==> config.mk <==
export PLATFORM = sky130hd
export DESIGN_NAME = sample_latch_bank
export DESIGN_NICKNAME = d
export VERILOG_FILES = /design/src/rtl/latch_pkg.sv /design/src/rtl/latch_lane.sv /design/src/rtl/sample_latch_bank.sv
export SDC_FILE = /design/constraint.sdc
export NUM_CORES = 1
export LEC_CHECK = 0
export ABC_AREA = 1
export CAP_MARGIN = 20
export CORE_MARGIN = 2
export CORE_UTILIZATION = 65
export CTS_CLUSTER_SIZE = 30
export DETAILED_ROUTE_END_ITERATION = 6
export PLACE_DENSITY_LB_ADDON = 0.08
export SLEW_MARGIN = 10
export SYNTH_ARGS = -nofsm -noshare
export SYNTH_HDL_FRONTEND = slang
export SYNTH_SLANG_ARGS = --single-unit
==> constraint.sdc <==
create_clock -name clock -period 8.6 [get_ports clock]
set_input_delay 1.72 -clock clock [delete_from_list [all_inputs] [get_ports clock]]
set_output_delay 1.72 -clock clock [all_outputs]
set_load 0.1 [all_outputs]
==> src/rtl/latch_pkg.sv <==
// Shared constants for the sample latch bank: mode encodings, default sizes and FSM states.
package latch_pkg;

  localparam int unsigned DEF_WIDTH    = 12;
  localparam int unsigned DEF_CHANNELS = 4;
  localparam int unsigned DEF_DIVW     = 16;

  localparam logic [1:0] MODE_SAMPLE = 2'd0;
  localparam logic [1:0] MODE_PEAK   = 2'd1;
  localparam logic [1:0] MODE_AVG    = 2'd2;

  typedef enum logic {StIdle, StRun} state_e;

endpackage

==> src/rtl/latch_lane.sv <==
// One channel of the latch bank: accumulates an interval's samples and
// loads the sample/peak/saturated-average result at interval end.
module latch_lane
  import latch_pkg::*;
#(
  parameter int unsigned WIDTH = DEF_WIDTH,
  parameter int unsigned DIVW  = DEF_DIVW,
  parameter int unsigned SHW   = $clog2(DIVW + 1)
) (
  input  logic             clock,
  input  logic             resetn,
  input  logic             active,
  input  logic             start,
  input  logic             last,
  input  logic [1:0]       mode,
  input  logic [SHW-1:0]   shift,
  input  logic [WIDTH-1:0] sample,
  output logic [WIDTH-1:0] result
);

  localparam int unsigned SUMW = WIDTH + DIVW;

  logic [SUMW-1:0]  acc_q, acc_d, sample_ext, scaled;
  logic [WIDTH-1:0] res_d;

  always_comb begin
    sample_ext = {{DIVW{1'b0}}, sample};
    acc_d      = sample_ext;
    if (!start) begin
      case (mode)
        MODE_SAMPLE: acc_d = sample_ext;
        MODE_PEAK:   acc_d = (acc_q > sample_ext) ? acc_q : sample_ext;
        MODE_AVG:    acc_d = acc_q + sample_ext;
        default:     acc_d = sample_ext;
      endcase
    end
    scaled = acc_d >> shift;
    res_d  = acc_d[WIDTH-1:0];
    // Average clamps to full scale when the shifted sum no longer fits
    if (mode == MODE_AVG) begin
      res_d = (|scaled[SUMW-1:WIDTH]) ? '1 : scaled[WIDTH-1:0];
    end
  end

  always_ff @(posedge clock or negedge resetn) begin
    if (!resetn) begin
      acc_q  <= '0;
      result <= '0;
    end else begin
      if (!active || last) begin
        acc_q <= '0;
      end else begin
        acc_q <= acc_d;
      end
      if (active && last) begin
        result <= res_d;
      end
    end
  end

endmodule

==> src/rtl/sample_latch_bank.sv <==
// Multi-channel sample latch: a shared interval counter drives per-channel
// lanes that publish one result per interval with a common Valid pulse.
module sample_latch_bank
  import latch_pkg::*;
#(
  parameter int unsigned WIDTH    = DEF_WIDTH,
  parameter int unsigned CHANNELS = DEF_CHANNELS,
  parameter int unsigned DIVW     = DEF_DIVW
) (
  input  logic                      clock,
  input  logic                      resetn,
  input  logic                      Enable,
  input  logic [1:0]                Mode,
  input  logic [DIVW-1:0]           Period,
  input  logic [$clog2(DIVW+1)-1:0] Shift,
  input  logic [CHANNELS*WIDTH-1:0] NumberIn,
  output logic [CHANNELS*WIDTH-1:0] NumberOut,
  output logic                      Valid
);

  localparam int unsigned SHW = $clog2(DIVW + 1);

  state_e          state_q;
  logic [DIVW-1:0] count_q, period_q, eff_period, last_count;
  logic [1:0]      mode_q, eff_mode;
  logic [SHW-1:0]  shift_q, eff_shift;
  logic            entering, last, start;

  // The first RUN cycle must already obey the live settings it is capturing
  always_comb begin
    entering   = Enable && (state_q == StIdle);
    eff_period = entering ? Period : period_q;
    eff_mode   = entering ? Mode : mode_q;
    eff_shift  = entering ? Shift : shift_q;
    last_count = (eff_period == '0) ? '0 : eff_period - DIVW'(1);
    last       = Enable && (count_q == last_count);
    start      = (count_q == '0);
  end

  always_ff @(posedge clock or negedge resetn) begin
    if (!resetn) begin
      state_q  <= StIdle;
      count_q  <= '0;
      period_q <= '0;
      mode_q   <= '0;
      shift_q  <= '0;
      Valid    <= 1'b0;
    end else if (!Enable) begin
      state_q <= StIdle;
      count_q <= '0;
      Valid   <= 1'b0;
    end else begin
      state_q <= StRun;
      Valid   <= last;
      count_q <= last ? '0 : count_q + DIVW'(1);
      if (entering || last) begin
        period_q <= Period;
        mode_q   <= Mode;
        shift_q  <= Shift;
      end
    end
  end

  for (genvar k = 0; k < CHANNELS; k++) begin : g_lane
    latch_lane #(
      .WIDTH (WIDTH),
      .DIVW  (DIVW),
      .SHW   (SHW)
    ) u_lane (
      .clock  (clock),
      .resetn (resetn),
      .active (Enable),
      .start  (start),
      .last   (last),
      .mode   (eff_mode),
      .shift  (eff_shift),
      .sample (NumberIn[k*WIDTH +: WIDTH]),
      .result (NumberOut[k*WIDTH +: WIDTH])
    );
  end

endmodule

== After elaboration in Yosys (flattened, before gate mapping) ==
Cells that the tools add are included.

* Input bits: 74
* Register bits after elaboration: 201
* Output and inout port bits: 49

* $lt $le $gt $ge: 4
* Bitwise operators: 1
* Shift operators: 4
* Multiplexer cells: 32
* Add/sub/neg operators: 6
* Reductions and logical operators: 13
* Equal/unequal tests: 3

{| class="wikitable"
|+ Operators with widths
! cell !! number
|-
| $mux W28 || 12
|-
| $pmux W28 S2 || 4
|-
| $add A28 B12 Y28 || 4
|-
| $gt A28 B12 Y1 || 4
|-
| $shr A28 B5 Y28 || 4
|-
| $mux W12 || 8
|-
| $mux W16 || 4
|-
| $reduce_or A16 Y1 || 4
|-
| $logic_not A16 Y1 || 2
|-
| $add A16 B1 Y16 const B || 1
|-
| $eq A16 B16 Y1 || 1
|-
| $sub A16 B1 Y16 const B || 1
|-
| $mux W5 || 1
|-
| $logic_and A1 B1 Y1 || 3
|-
| $eq A2 B1 Y1 const B || 1
|-
| $eq A2 B2 Y1 const B || 1
|-
| $logic_or A1 B1 Y1 || 2
|-
| $mux W1 || 2
|-
| $mux W2 || 1
|-
| $reduce_and A2 Y1 || 1
|-
| $logic_not A1 Y1 || 1
|-
| $not A1 Y1 || 1
|}

== Depth between registers and ports, before layout ==
Gate-level depths: netlist of the first run.

* Depth in word-level cells: 10
* Mapped depth: 27

== Cells and area by module ==
A second synthesis of the first run with hierarchy kept.

* Cell total of the unflattened synthesis: 4497
* Area, all modules: 25959.9 sq um

{| class="wikitable"
|+ By module, submodules not included
! module !! instances !! cells each !! area an instance (sq um)
|-
| latch_lane at g_lane[1].u_lane ... || 2 || 986 || 5669.2
|-
| latch_lane at g_lane[0].u_lane || 1 || 984 || 5693.0
|-
| latch_lane at g_lane[3].u_lane || 1 || 999 || 5675.4
|-
| sample_latch_bank || 1 || 542 || 3253.1
|}

== Worst setup path before layout of the first run ==
No wires, ideal clock.

* Path kind: input-to-reg
* Start: input Enable
* End: register g_lane[3].u_lane.result[0]
* Arrival: 4.602 ns
* Path buffers: 5
* Stages: 22
* Setup time: 0.120 ns
* Setup slack: 3.878 ns
* Cells stage by stage: nand2_1 buf_4 buf_2 buf_2 o21ai_0 ha_1 a21oi_1 clkbuf_1 buf_1 nand2_1 nand2_1 nand3_1 nand3_1 nand3_1 nand3_1 nand2_1 nand2_1 nand2_1 nor2_1 nand4_1 nand2_1 nand2_1

* Longest elaborated chain between the ends: 9

{| class="wikitable"
|+ Ends and longest elaborated chain
! element !! RTL line !! source
|-
| start, declared || sample_latch_bank.sv:12 || <nowiki>input logic Enable,</nowiki>
|-
| $logic_and A1 B1 Y1 || sample_latch_bank.sv:31 || <nowiki>entering = Enable && (state_q == StIdle);</nowiki>
|-
| $mux W2 || sample_latch_bank.sv:33 || <nowiki>eff_mode = entering ? Mode : mode_q;</nowiki>
|-
| $eq A2 B2 Y1 / $eq A2 B1 Y1 (equally long branches) || latch_lane.sv:30, latch_lane.sv:40 ||
|-
| $pmux W28 S2 || latch_lane.sv:30 || <nowiki>case (mode)</nowiki>
|-
| $mux W28 || latch_lane.sv:29 || <nowiki>if (!start) begin</nowiki>
|-
| $shr A28 B5 Y28 || latch_lane.sv:37 || <nowiki>scaled = acc_d >> shift;</nowiki>
|-
| $reduce_or A16 Y1 || latch_lane.sv:41 || <nowiki>res_d = (|scaled[SUMW-1:WIDTH]) ? '1 : scaled[WIDTH-1:0];</nowiki>
|-
| $mux W12 || latch_lane.sv:41 ||
|-
| $mux W12 || latch_lane.sv:40 || <nowiki>if (mode == MODE_AVG) begin</nowiki>
|-
| end signal, assigned || latch_lane.sv:56 || <nowiki>result <= res_d;</nowiki>
|-
| end, declared || latch_lane.sv:18 || <nowiki>output logic [WIDTH-1:0] result</nowiki>
|}

Several ways; a longest one is shown, not always the timed one.
A chain may end at the register's enable or synchronous reset.

== Final worst setup path of the first run ==
* Start: input Enable
* End: register g_lane[0].u_lane.result[0]

* Longest elaborated chain between the ends: 9

{| class="wikitable"
|+ Ends and longest elaborated chain
! element !! RTL line
|-
| $logic_and A1 B1 Y1 || sample_latch_bank.sv:31
|-
| $mux W2 || sample_latch_bank.sv:33
|-
| $eq A2 B2 Y1 / $eq A2 B1 Y1 (equally long branches) || latch_lane.sv:30, latch_lane.sv:40
|-
| $pmux W28 S2 || latch_lane.sv:30
|-
| $mux W28 || latch_lane.sv:29
|-
| $shr A28 B5 Y28 || latch_lane.sv:37
|-
| $reduce_or A16 Y1 || latch_lane.sv:41
|-
| $mux W12 || latch_lane.sv:41
|-
| $mux W12 || latch_lane.sv:40
|-
| end signal, assigned || latch_lane.sv:56
|-
| end, declared || latch_lane.sv:18
|}

Several ways; a longest one is shown, not always the timed one.

==> flow_metrics.env, run 1 <==
export IMPL_yosysTopAreaCell="nand2_1"
export IMPL_finalMaxSlewViolations=0
export IMPL_fillers=3550
export IMPL_yosysSeqAreaShare=0.203
export IMPL_ys_top_cells_by_area="nand2_1 (21%), nand3_1 (20%), dfrtp_1 (20%)"
export IMPL_ant_nets=0
export IMPL_synth_ff_type="dfrtp_1"
export IMPL_ys_ff_latch=201
export IMPL_antenna_found_initial=0
export IMPL_grt_pass1_vias=26800
export IMPL_synth_area_um2=24800
export IMPL_crit_path_end_kind="flop"
export IMPL_crit_type="in -> reg"
export IMPL_root_buffer="clkbuf_16"
export IMPL_drc_errors=3
export IMPL_hold_path_class="reg -> reg"
export IMPL_path_max_fanout=69
export IMPL_die_area_um2=39800
export IMPL_multiInputGateArea_um2=17100
export IMPL_status="complete, but fails checks"
export IMPL_skew_ns=0.0189
export IMPL_io_pins=123
export IMPL_placed_cells=4931
export IMPL_finalHoldViolations=0
export IMPL_power_density_nw_per_um2=156
export IMPL_clock_sinks=201
export IMPL_drtIter0Drc=3292
export IMPL_slew_headroom=0.266
export IMPL_cts_buffers_inserted=25
export IMPL_cts_setup_buffers=0
export IMPL_grt_first_pass_wirelength_mm=137
export IMPL_clk_path_buf_depth=3
export IMPL_vias_per_cell=6.02
export IMPL_finalNetCount=4626
export IMPL_syn_to_final_growth_pct=8.44
export IMPL_clk_insertion_delay_late_ns=0.57
export IMPL_seqCellArea_um2=5030
export IMPL_cap_violations=0
export IMPL_synth_edf_count=0
export IMPL_start_util=0.659
export IMPL_path_clk_slew_ns=0.06
export IMPL_worst_pin_slew_ns=1.10
export IMPL_drt_total_wl_mm=85.0
export IMPL_place_port_buffers=122
export IMPL_synth_top_area_frac=0.208
export IMPL_rows=71
export IMPL_cts_tree="done"
export IMPL_wl_per_cell_um=17.1
export IMPL_synth_cell_type_count=49
export IMPL_setup_tns_ns=0
export IMPL_die_w_um=199
export IMPL_fp_coreArea_um2=37700
export IMPL_die_h_um=199
export IMPL_ctsResizeCount=0
export IMPL_grt_max_degree=137
export IMPL_finalSetupViolCount=0
export IMPL_arrival_ns=6.56
export IMPL_syn_area_per_cell_um2=5.54
export IMPL_peakVddDrop_v=0.000244
export IMPL_fin_crit_sh=0.710
export IMPL_track_usage=0.425
export IMPL_required_ns=9.06
export IMPL_num_vias=30000
export IMPL_cts_htree_levels=1
export IMPL_r2r_slack_ns=4.04
export IMPL_synth_cells=4482
export IMPL_yosys_warnings=0
export IMPL_rsz0062_at_grt="false"
export IMPL_syn_num_nets=4661
export IMPL_hold_buffers=0
export IMPL_fmax_mhz=164
export IMPL_dpl_hpwl_mm=62.5
export IMPL_violations="DRC"
export IMPL_layout_drive_gt1_share=0.0352
export IMPL_gp_congestion=1.04
export IMPL_fin_cells=4978
export IMPL_grt_overflow=0
export IMPL_p_leak_nw=14.1
export IMPL_firstDrtPassIters=7
export IMPL_synthArstFlopShare=1.00
export IMPL_min_period_ns=6.10
export IMPL_start_kind="input pin"
-- worst max-delay path, cell delays in order --
cell	delay (ns)
clkdlybuf4s50_1	0.72
nand2_2	0.37
o21ai_4	0.74
clkinv_2	1.01
buf_4	0.58
nand4_1	0.16
nand2_1	0.09
nand2_1	0.09
nand2_1	0.06
nand3_1	0.11
nand2_1	0.06
nor2_1	0.47
nand4_1	0.17
nand2_1	0.09
nand2_1	0.05
-- through the flow --
step	instance area [um^2]	utilization	worst slack (ns)	hold slack, ns	total power (W)
after floorplan	24800	-	3.88	0.472	0.00252
after global placement	26100	0.693	2.09	0.471	0.00304
after detailed placement	26100	0.693	2.02	0.472	0.00305
after CTS	26900	0.715	2.61	0.493	0.00413
after global routing	26900	0.715	1.99	0.528	0.00447
final	26900	0.715	2.50	0.493	0.00420
-- where the power goes --
group	leakage, nW	internal (W)	switching [W]
clock network	0.402	0.000617	0.000468
logic	11.1	0.000587	0.00149
registers	2.66	0.000995	0.0000442
total	14.1	0.00220	0.00200
-- flip-flops by register name (all words and copies together), names as in the netlist --
signal                cells
Valid                     1
count_q                  16
g_lane.u_lane.acc_q     112
g_lane.u_lane.result     48
mode_q                    2
period_q                 16
shift_q                   5
state_q                   1
-- metal layers --
| metal | GRT usage | part of all wire | vias up |
|---|---|---|---|
| li1 | - | - | 14600 |
| met1 | 0.582 | 0.41 | 13300 |
| met2 | 0.650 | 0.42 | 1840 |
| met3 | 0.105 | 0.13 | 257 |
| met4 | 0.158 | 0.037 | 0 |
| met5 | 0 | 0 | - |
-- worst paths after layout --
check / cells after the start / to / from
setup / recovery: 15 / g_lane[0].u_lane.result[0] / Enable
hold / removal: 2 / g_lane[1].u_lane.result[6] / g_lane[1].u_lane.result[6]
setup reg to reg: 15 / g_lane[0].u_lane.result[0] / state_q
hold reg to reg: 2 / g_lane[1].u_lane.result[6] / g_lane[1].u_lane.result[6]
max in group asynchronous: 2 / g_lane[2].u_lane.result[6] / resetn
min in group asynchronous: 1 / count_q[4] / resetn
-- final cells by class --
class                           instances  area share
Timing Repair Buffer                  149      0.0540
Clock buffer                           34      0.0267
Tap cell                              511      0.0238
Inverter                              501      0.0700
Sequential cell                       201       0.187
Multi-Input combinational cell       3569       0.635
Antenna cell                            1   0.0000930
Clock inverter                         12     0.00386
-- synthesized netlist by cell type (all sizes together) (2+ instances only) --
library cell	instances
a21o	3
nor2	460
o211ai	6
ha	101
dfrtp	201
o21a	3
fa	4
and2	8
nand2	1381
a21oi	173
nor3	50
clkinv	2
xor2	21
buf	100
o21ai	138
o21bai	7
nor3b	2
nor4	5
clkbuf	111
inv	499
a21boi	3
or2	10
nand3	1022
nand3b	31
nand4	121
a31oi	15
-- cell usage in the layout (no fill, tap or decap), types with 4 or more instances in the layout --
master	instances
o21ai_2	9
buf_4	25
nor3_1	48
ha_1	99
inv_1	485
nand3_1	1016
nor2_1	431
nand2_1	1374
fa_1	4
inv_2	14
nor4_1	5
dfrtp_1	201
nand3b_1	31
o21ai_4	4
and2_1	7
clkbuf_16	25
o21ai_0	97
nand4_1	121
a31oi_1	15
nor2_2	27
clkinv_2	7
o211ai_1	6
o21bai_1	7
nand2_4	4
a21oi_1	172
o21ai_1	28
clkdlybuf4s50_1	121
clkbuf_8	7
xor2_1	21
or2_2	9
nand3_2	6
-- logic make-up (layout without fill, tap and decap cells) --
family                   after synthesis  count (layout)  synth area share
AND/OR/NAND/NOR                     3092            3092             0.547
AO/OA/AOI/OAI                        350             350            0.0752
adder cells (fa/ha/maj)              105             105            0.0541
flip-flops                           201             201             0.203
buffers and inverters                712             696             0.113
other                                  0               1                 0
XOR/XNOR                              22              22           0.00776
(Power assumes the default switching activity.)
==> inputs of run 2 (changes only) <==
--- a/config.mk
+++ b/config.mk
@@ -8,7 +8,7 @@
 export ABC_AREA = 1
 export CAP_MARGIN = 20
 export CORE_MARGIN = 2
-export CORE_UTILIZATION = 65
+export CORE_UTILIZATION = 57
 export CTS_CLUSTER_SIZE = 30
 export DETAILED_ROUTE_END_ITERATION = 6
 export PLACE_DENSITY_LB_ADDON = 0.08
==> constraint.sdc (replaced) <==
create_clock -name clock -period 5 [get_ports clock]
set_input_delay 1 -clock clock [delete_from_list [all_inputs] [get_ports clock]]
set_output_delay 1 -clock clock [all_outputs]
set_load 0.1 [all_outputs]
==> run 2 against run 1 <==
The run now ends clean. Total power up 76%. Final cell count is 2.4% higher. Register-to-register slack got worse by 2.9 ns. Sequential share of layout area is 0.45 points lower. Setup slack worse by 1.9 ns. Cell area is 2.4% higher.
==> flow_metrics.env, run 2 (same netlist as run 1, synthesis figures left out) <==
export IMPL_wl_per_cell_um=16.9
export IMPL_drtIter0Drc=3755
export IMPL_layout_drive_gt1_share=0.0452
export IMPL_finalNetCount=4677
export IMPL_antenna_found_initial=3
export IMPL_clk_insertion_delay_late_ns=0.55
export IMPL_hold_buffers=0
export IMPL_p_leak_nw=14.5
export IMPL_path_max_fanout=10
export IMPL_worstRegToRegCells=17
export IMPL_reg_largest_list="g_lane.u_lane.acc_q: 112 flops, g_lane.u_lane.result: 48 flops"
export IMPL_hold_path_class="reg -> reg"
export IMPL_status="finished, final reports clean"
export IMPL_power_density_nw_per_um2=268
export IMPL_drt_total_wl_mm=86.0
export IMPL_grt_max_degree=122
export IMPL_hold_path_depth=2
export IMPL_clk_path_buf_depth=3
export IMPL_finalHoldViolations=0
export IMPL_track_usage=0.378
export IMPL_die_area_um2=45200
export IMPL_largest_register_ffs=112
export IMPL_gp_congestion=1.01
export IMPL_grt_pass1_vias=26500
export IMPL_fin_crit_sh=0.883
export IMPL_skew_ns=0.0166
export IMPL_regMostFlops="g_lane.u_lane.acc_q"
export IMPL_cap_violations=0
export IMPL_drc_errors=0
export IMPL_rsz0062_at_grt="false"
export IMPL_power_w=0.00738
export IMPL_firstDrtPassIters=6
export IMPL_slew_headroom=0.313
export IMPL_cts_tree="done"
export IMPL_start_util=0.577
export IMPL_fp_coreArea_um2=43000
export IMPL_die_h_um=213
export IMPL_fmax_mhz=227
export IMPL_peakVddDrop_v=0.000336
export IMPL_place_port_buffers=122
export IMPL_antenna_cells=0
export IMPL_dpl_hpwl_mm=66.1
export IMPL_ant_nets=0
export IMPL_grt_first_pass_wirelength_mm=138
export IMPL_finalMaxSlewViolations=0
export IMPL_worst_pin_slew_ns=1.03
export IMPL_arrival_ns=4.84
export IMPL_num_vias=29400
export IMPL_vias_per_cell=5.76
export IMPL_setup_tns_ns=0
export IMPL_root_buffer="clkbuf_16"
export IMPL_finalSetupViolCount=0
export IMPL_path_clk_slew_ns=0.06
export IMPL_syn_to_final_growth_pct=11.1
export IMPL_crit_type="in -> reg"
export IMPL_io_pins=123
export IMPL_grt_overflow=0
export IMPL_start_kind="input pin"
export IMPL_cts_buffers_inserted=24
export IMPL_crit_path_end_kind="flop"
export IMPL_most_common_layout_cells="nand2_1 (1374), nand3_1 (1016), inv_1 (485)"
export IMPL_cts_htree_levels=1
export IMPL_min_period_ns=4.41
export IMPL_die_w_um=213
export IMPL_rows=76
export IMPL_cts_setup_buffers=0
export IMPL_required_ns=5.43
export IMPL_ctsResizeCount=0
export IMPL_final_common_cell="nand2_1"
export IMPL_clock_sinks=201
run 2: critical path, stage by stage:
cell and delay [ns]:
clkdlybuf4s50_1 0.58, inv_1 0.11, ha_1 0.39, nor2_1 0.29, nand3_1 0.12, nor2_1 0.10
nand2_1 0.06, nand3_1 0.20, nand2_1 0.10, nand2_1 0.07, nand2_1 0.05, nand3_1 0.11
nand2_1 0.10, nand3_1 0.09, nand3_1 0.09, nand3_1 0.12, nand3_1 0.14, nand3_1 0.10
o21ai_0 0.09, nor2_1 0.60, nand4_1 0.17, nand2_1 0.11, nand2_1 0.05
run 2: report_power, final:
part	switching, W	internal, W	leakage (nW)	total (W)
clock	0.000757	0.00113	0.405	0.00188
combinational	0.00258	0.00113	11.4	0.00371
sequential	0.0000783	0.00171	2.66	0.00179
total	0.00341	0.00397	14.5	0.00738
run 2: final cells by class:
cell class	count	area [um^2]
Timing Repair Buffer	201	2020
Tap cell	585	732
Multi-Input combinational cell	3569	17100
Clock inverter	9	130
Inverter	501	1880
Sequential cell	201	5030
Fill cell	4404	15400
Clock buffer	33	696
run 2: through the flow:
step                      area [um^2]  hold WS (ns)  cells  utilization  worst slack (ns)
after floorplan                 24800         0.472   4482            -             0.998
after global placement          26800         0.468   5057        0.622             0.136
after detailed placement        26800         0.468   5057        0.622             0.121
after CTS                       27600         0.483   5099        0.642             0.707
after global routing            27600         0.515   5099        0.642             0.175
final                           27600         0.480   5099        0.642             0.586
run 2: path summary, 6_finish.rpt:
| kind | from | endpoint | slack, ns |
|---|---|---|---|
| hold reg to reg | g_lane[1].u_lane.result[10] | g_lane[1].u_lane.result[10] | 0.48 |
| min in group asynchronous | resetn | period_q[2] | 0.51 |
| setup reg to reg | state_q | g_lane[1].u_lane.result[2] | 1.15 |
| setup / recovery | NumberIn[39] | g_lane[3].u_lane.result[9] | 0.59 |
| hold / removal | g_lane[1].u_lane.result[10] | g_lane[1].u_lane.result[10] | 0.48 |
| max in group asynchronous | resetn | g_lane[2].u_lane.acc_q[0] | 3.43 |
run 2: routing by layer:
| metal | wire [um] | GRT usage | share of wire |
|---|---|---|---|
| met5 | 13 | 0 | 0.00015 |
| met4 | 2410 | 0.119 | 0.028 |
| met3 | 7730 | 0.0591 | 0.090 |
| met2 | 37300 | 0.592 | 0.43 |
| met1 | 38600 | 0.534 | 0.45 |
